## src/rtl/key_io_ctrl.sv

```systemverilog
// rtl/key_io_ctrl.sv - memory-mapped debounced key device (optional irq via KEY_IRQ_EN)
module key_io_ctrl #(
    parameter int unsigned       DBITS           = 32,
    parameter int unsigned       KEYBITS         = 4,
    parameter logic [DBITS-1:0]  ADDRKDATA       = DBITS'(32'hFFFFF080),
    parameter logic [DBITS-1:0]  ADDRKCTRL       = DBITS'(32'hFFFFF084),
    parameter int unsigned       DEBOUNCE_CYCLES = 500000,
    parameter int unsigned       CNTBITS         = 20
) (
    input  logic               clk,
    input  logic               reset,
    input  logic [KEYBITS-1:0] KEY,
    input  logic [DBITS-1:0]   addr,
    input  logic               rd_en,
    input  logic               wr_en,
    input  logic [DBITS-1:0]   wr_data,
    output logic [DBITS-1:0]   rd_data,
    output logic               hit,
    output logic               irq
);

    localparam logic [CNTBITS-1:0] CNT_LAST = CNTBITS'(DEBOUNCE_CYCLES - 1);

    logic [KEYBITS-1:0] s1;
    logic [KEYBITS-1:0] s2;
    logic [KEYBITS-1:0] cand;
    logic [KEYBITS-1:0] kdata;
    logic [CNTBITS-1:0] cnt;
    logic               ready;
    logic               overrun;
    logic               ie_bit;

    logic kdata_sel;
    logic kctrl_sel;
    logic change_evt;
    logic clr_ready;
    logic clr_overrun;
    logic unused_wr_bits;

    assign kdata_sel   = (addr == ADDRKDATA);
    assign kctrl_sel   = (addr == ADDRKCTRL);
    assign hit         = kdata_sel | kctrl_sel;

    // A change event fires on the edge where the candidate has been stable for the full window.
    assign change_evt  = (s2 == cand) && (cand != kdata) && (cnt == CNT_LAST);
    assign clr_ready   = (rd_en & kdata_sel) | (wr_en & kctrl_sel & ~wr_data[0]);
    assign clr_overrun = wr_en & kctrl_sel & ~wr_data[1];

    // Only bits 0, 1 and 4 of store data carry meaning.
    assign unused_wr_bits = ^wr_data;

    // Two-flop synchroniser; keys are inverted so a pressed key reads as 1 inside.
    always_ff @(posedge clk or posedge reset) begin
        if (reset) begin
            s1 <= '0;
            s2 <= '0;
        end else begin
            s1 <= ~KEY;
            s2 <= s1;
        end
    end

    // Whole-vector debounce: any movement restarts the window, a full stable window commits.
    always_ff @(posedge clk or posedge reset) begin
        if (reset) begin
            cand  <= '0;
            kdata <= '0;
            cnt   <= '0;
        end else if (s2 != cand) begin
            cand <= s2;
            cnt  <= '0;
        end else if (cand != kdata) begin
            if (cnt == CNT_LAST) begin
                kdata <= cand;
                cnt   <= '0;
            end else begin
                cnt <= cnt + 1'b1;
            end
        end else begin
            cnt <= '0;
        end
    end

    // Sticky status: a change event beats a same-edge clear and only overruns an uncleared ready.
    always_ff @(posedge clk or posedge reset) begin
        if (reset) begin
            ready   <= 1'b0;
            overrun <= 1'b0;
        end else begin
            if (change_evt) begin
                ready <= 1'b1;
            end else if (clr_ready) begin
                ready <= 1'b0;
            end
            if (change_evt && ready && !clr_ready) begin
                overrun <= 1'b1;
            end else if (clr_overrun) begin
                overrun <= 1'b0;
            end
        end
    end

`ifdef KEY_IRQ_EN
    logic ie;
    logic irq_q;

    assign ie_bit = ie;
    assign irq    = irq_q;

    // Interrupt enable and a registered request, so irq trails ready/ie by one edge.
    always_ff @(posedge clk or posedge reset) begin
        if (reset) begin
            ie    <= 1'b0;
            irq_q <= 1'b0;
        end else begin
            irq_q <= ready & ie;
            if (wr_en && kctrl_sel) begin
                ie <= wr_data[4];
            end
        end
    end
`else
    assign ie_bit = 1'b0;
    assign irq    = 1'b0;
`endif

    // Read mux; unmapped addresses return zero so the MEM stage can OR or select freely.
    always_comb begin
        rd_data = '0;
        if (kdata_sel) begin
            rd_data = {{(DBITS-KEYBITS){1'b0}}, kdata};
        end else if (kctrl_sel) begin
            rd_data = {{(DBITS-5){1'b0}}, ie_bit, 2'b00, overrun, ready};
        end
    end

endmodule

```

## config.mk

```make
export PLATFORM = sky130hd
export DESIGN_NAME = key_io_ctrl
export DESIGN_NICKNAME = d
export VERILOG_FILES = /design/src/rtl/key_io_ctrl.sv
export SDC_FILE = /design/constraint.sdc
export NUM_CORES = 1
export LEC_CHECK = 0
export CAP_MARGIN = 5
export CELL_PAD_IN_SITES_DETAIL_PLACEMENT = 0
export CELL_PAD_IN_SITES_GLOBAL_PLACEMENT = 1
export CORE_ASPECT_RATIO = 0.75
export CORE_UTILIZATION = 30
export CTS_BUF_LIST = sky130_fd_sc_hd__clkbuf_8
export DETAILED_ROUTE_END_ITERATION = 6
export PLACE_DENSITY_LB_ADDON = 0.1
export SLEW_MARGIN = 20
export SYNTH_ARGS = -nofsm -noshare
export SYNTH_HDL_FRONTEND = slang
export SYNTH_SLANG_ARGS = --single-unit
```

## constraint.sdc

```tcl
create_clock -name clk -period 2.57 [get_ports clk]
set_clock_uncertainty 0.05 [all_clocks]
set_input_delay 0.514 -clock clk [delete_from_list [all_inputs] [get_ports clk]]
set_output_delay 0.514 -clock clk [all_outputs]
set_load 0.01 [all_outputs]
```

=== Word level (Yosys, flattened, before mapping) ===
Cells that the tools add are included.

* Add/subtract/negate cells: 1
* Multiply operators: 0
* Divide/modulo/power cells: 0
* Order comparisons: 0
* Eq/ne operators: 6
* Shifts and indexed selects: 0
* Mux-type cells: 9
* Bitwise operators: 10
* Reduce and logical (&&, ||, !) cells: 8

{| class="wikitable"
|+ Operator list
! cell !! count
|-
| $eq A32 B32 Y1 const B || 2
|-
| $mux W20 || 3
|-
| $add A20 B1 Y20 const B || 1
|-
| $eq A20 B19 Y1 const B || 1
|-
| $ne A4 B4 Y1 || 2
|-
| $and A1 B1 Y1 || 4
|-
| $eq A4 B4 Y1 || 1
|-
| $logic_and A1 B1 Y1 || 4
|-
| $mux W1 || 4
|-
| $mux W4 || 1
|-
| $not A4 Y4 || 1
|-
| $reduce_bool A2 Y1 || 2
|-
| $not A1 Y1 || 3
|-
| $reduce_and A3 Y1 || 1
|-
| $mux W2 || 1
|-
| $or A1 B1 Y1 || 2
|-
| $logic_not A1 Y1 || 1
|}

* Bits in registers: 38
* Bits in latches: 0
* Bits in writable memories: 0
* Bits in read-only memories: 0
* Input bits: 72
* Output and inout port bits: 34
* Memories: 0

=== Logic depth before layout (Yosys ltp) ===
* Depth after elaboration: 7
* Gate-level depth with buffers: 6
* Depth with buffers taken out: 5

=== Least setup slack after synthesis ===
Ideal clock, no wire load.

* Path kind: input port to output port
* Start point: input port addr[5]
* End point: output port rd_data[2]
* Arrival: 1.937 ns
* Path slack: 0.069 ns
* Stages: 4
* Buffers on the path: 0
* Cells stage by stage: or4b_1 -> nor4_1 -> nand2_1 -> nor3b_1

* Word-level cells in the longest chain between the ends: 2

{| class="wikitable"
|+ Ends and longest elaborated chain
! item !! line !! source
|-
| start: declaration || 13 || <nowiki>input logic [DBITS-1:0] addr,</nowiki>
|-
| $eq A32 B32 Y1 || 40 || <nowiki>assign kdata_sel = (addr == ADDRKDATA);</nowiki>
|-
| $mux W4 || 130 || <nowiki>if (kdata_sel) begin</nowiki>
|-
| end: declaration || 17 || <nowiki>output logic [DBITS-1:0] rd_data,</nowiki>
|}

Every way passes these cells.

=== Worst setup path after layout ===
* Start point: input port addr[8]
* End point: output port rd_data[3]

The elaborated chain is that of the path after synthesis.

==> metrics <==
final RePlAce weighted congestion=0.692; fraction of registers with async set/reset=1.00; worst path required time=2.01 ns; via/cell ratio=4.33; Setup TNS=0 ns; Int Power=1.06 mW; final setup vio count=0; post-route antenna net violation count=0; sequential share of power=0.458; met3 Use GR=0.0288; Slew @ Worst Pin=0.588 ns; Final #Nets=332; Layout fillers=676; max incr delay on CP=0.54 ns; status=finished clean; Post-synth top cells=38 x dfrtp_1, 29 x buf_4, 15 x nor3_1; Sw Ratio=0.212; Clock Sinks=38; vias in the first global route=1,394; 1st-pass router iterations=4; largest net degree at the start of global routing=39; Yosys top cell by area=dfrtp_1; final hold violations=0; count leader, synth=dfrtp_1; Syn Area/Cell=10.4 sq um; number of enable flip-flop cells after synthesis=0; hold depth=0; Area contributors post-synth=dfrtp_1 44%, buf_4 10%, xor2_1 4.9%; initial antenna violation count=0; Final Slew Violations=0; Hold Crit Class=reg2reg; Design Area, Final=0.00278 sq mm; met1 Usage GRT=0.185; Comb power frac=0.086; I/O Buffers=46; total CTS buffers=5; Post-CTS Hold Buffers=0; via count=1,550; Starting Density=0.313; I/O pin cnt=106; FF+latch count, synth=38; CTS tree=done; 1st-iter DRT viols=51; drc violations=0; Reg2Reg Depth=5; Most Crowded Layer GR=met1; Inserted Diodes=0; Synth cell types=38; worst-case clock buffer depth=2; Synth top area share=0.443; WP data arrival=1.99 ns; crit path max fanout=5; Clock Latency Late Sink=0.29 ns; post-synthesis instance area=0.00215 sq mm; unrepaired setup endpoints after global routing=true; max_slew headroom=0.604; post-DP HPWL=3.30 mm; Clk pwr share=0.456; pwr/cell area=483 mW/mm^2; die area=0.00751 sq mm; CP endpoint kind=primary output; die span in y=75.3 microns; Max-cap violations=0; Crit Path Category=in2out; Area after DPL=0.00264 sq mm; share of post-route cells with drive strength above 1=0.219; Final Util=0.405; H-Tree Depth=2; pre-CTS setup slack=-0.832 ns; CP Launch Type=input port; Die W=99.7 microns; register area share after synthesis=0.443; synth warn=0; maximum VDD drop=0.302 mV; clk root buf=clkbuf_8; met2 GRT Util=0.181; Pleak=1.19 nW; Tcrit/Tclk final=0.994; routed len/inst=12.5 microns; hold_ws=0.303 ns; Remaining Overflow, GRT=0; area occupied by multi-input gates=0.00106 sq mm; Max Fclk=392 MHz; GRT Total Usage=0.126; first-pass GRT wire length=7.16 mm; DRT Wirelength=4.48 mm; crit-path cells=buf_6 > or4b_4 > nor4_4 > buf_4 > nand2_4 > nor3b_2 > buf_2; minimum clock period=2.55 ns; post-route setup slack=0.0163 ns; row cnt=26; Cells after Synth=206; Reg clk slew, reported paths=0.08 ns; Psw=0.285 mW; slowest CP cell=or4b_4; CORE AREA=0.00686 sq mm; Synth Flop Type=dfrtp_1; P&R area growth vs syn=29.4%; Register Area=951 sq um
-- metrics by stage --
stage                     total power [mW]  instances
after floorplan                      0.709        234
after global placement               0.746        348
after detailed placement             0.747        348
after CTS                             1.36        357
after global routing                  1.40        358
final                                 1.34        358
-- final cells by class --
cell class / instances / share of cell area
Multi-Input combinational cell: 147 / 0.380
Sequential cell: 38 / 0.342
Timing Repair Buffer: 56 / 0.169
Tap cell: 98 / 0.0441
Clock buffer: 5 / 0.0248
Clock inverter: 3 / 0.0248
Inverter: 11 / 0.0149
-- metal layers --
layer  up-vias  share of wire
li1        772              -
met1       732           0.52
met2        42           0.43
met3         4          0.045
met4         0         0.0092
met5         -              0
-- cells by family (layout without fill, tap and decap cells) --
| family | Yosys count | after routing | synth area share |
|---|---|---|---|
| AOI/OAI and AO/OA | 13 | 13 | 0.0507 |
| muxes | 6 | 6 | 0.0373 |
| buffers and inverters | 49 | 75 | 0.138 |
| xor gates and xnor gates | 21 | 21 | 0.0856 |
| and+or+nand+nor | 77 | 77 | 0.238 |
| other | 1 | 29 | 0.00175 |
| DFF | 38 | 38 | 0.443 |
| adders and majority gates | 1 | 1 | 0.00582 |
-- sequential cells by signal (all words and copies together), names as in the netlist --
register  flops
kdata         4
s2            4
cnt          20
s1            4
overrun       1
cand          4
ready         1
-- critical path, delay by kind of cell --
family / cells / cell delay [ns]
AND/OR/NAND/NOR: 4 / 1.06
buffers and inverters: 3 / 0.41
-- power by group through the flow --
stage,combinational [mW],clock [mW],sequential [mW]
5_1_grt,0.128,0.653,0.616
2_1_floorplan,0.0835,0,0.626
3_3_place_gp,0.119,0,0.627
4_1_cts,0.116,0.624,0.615
3_5_place_dp,0.120,0,0.627
6_report,0.115,0.612,0.615
-- cells in the final DEF, fill, tap and decap left out, types with 2 or more instances in the layout --
cell type and n:
dfrtp_1 38, conb_1 29, clkdlybuf4s50_1 29, nor3_1 15, xor2_1 12, inv_1 11, buf_4 10, xnor2_1 9
nand2_1 8, buf_2 8, nand4_1 7, nand3_1 7, nor2_1 6, or3_1 5, a211oi_2 5, clkbuf_8 5
clkbuf_2 5, nor4_1 4, o21ai_0 4, mux2_4 4, or4b_4 3, or4_4 3, or2_1 2, nor4b_1 2
nor3b_2 2, mux2i_1 2, bufinv_16 2, clkdlybuf4s15_1 2
-- final timing paths --
kind	start	end	slack [ns]
worst max-delay path	addr[8]	rd_data[3]	0.02
worst min-delay path	s1[3]	s2[3]	0.30
worst max register to register	cnt[0]	kdata[2]	0.34
worst min register to register	s1[3]	s2[3]	0.30
max in group asynchronous	reset	cnt[12]	1.54
min in group asynchronous	reset	s1[1]	0.58
-- what timing repair did --
item / in CTS / in global routing
setup buffers: 1 / 1
endpoints found under the setup margin: 5 / 5
resized for setup: 52 / 10
pin swaps: 6 / 6
(Power assumes the default switching activity.)
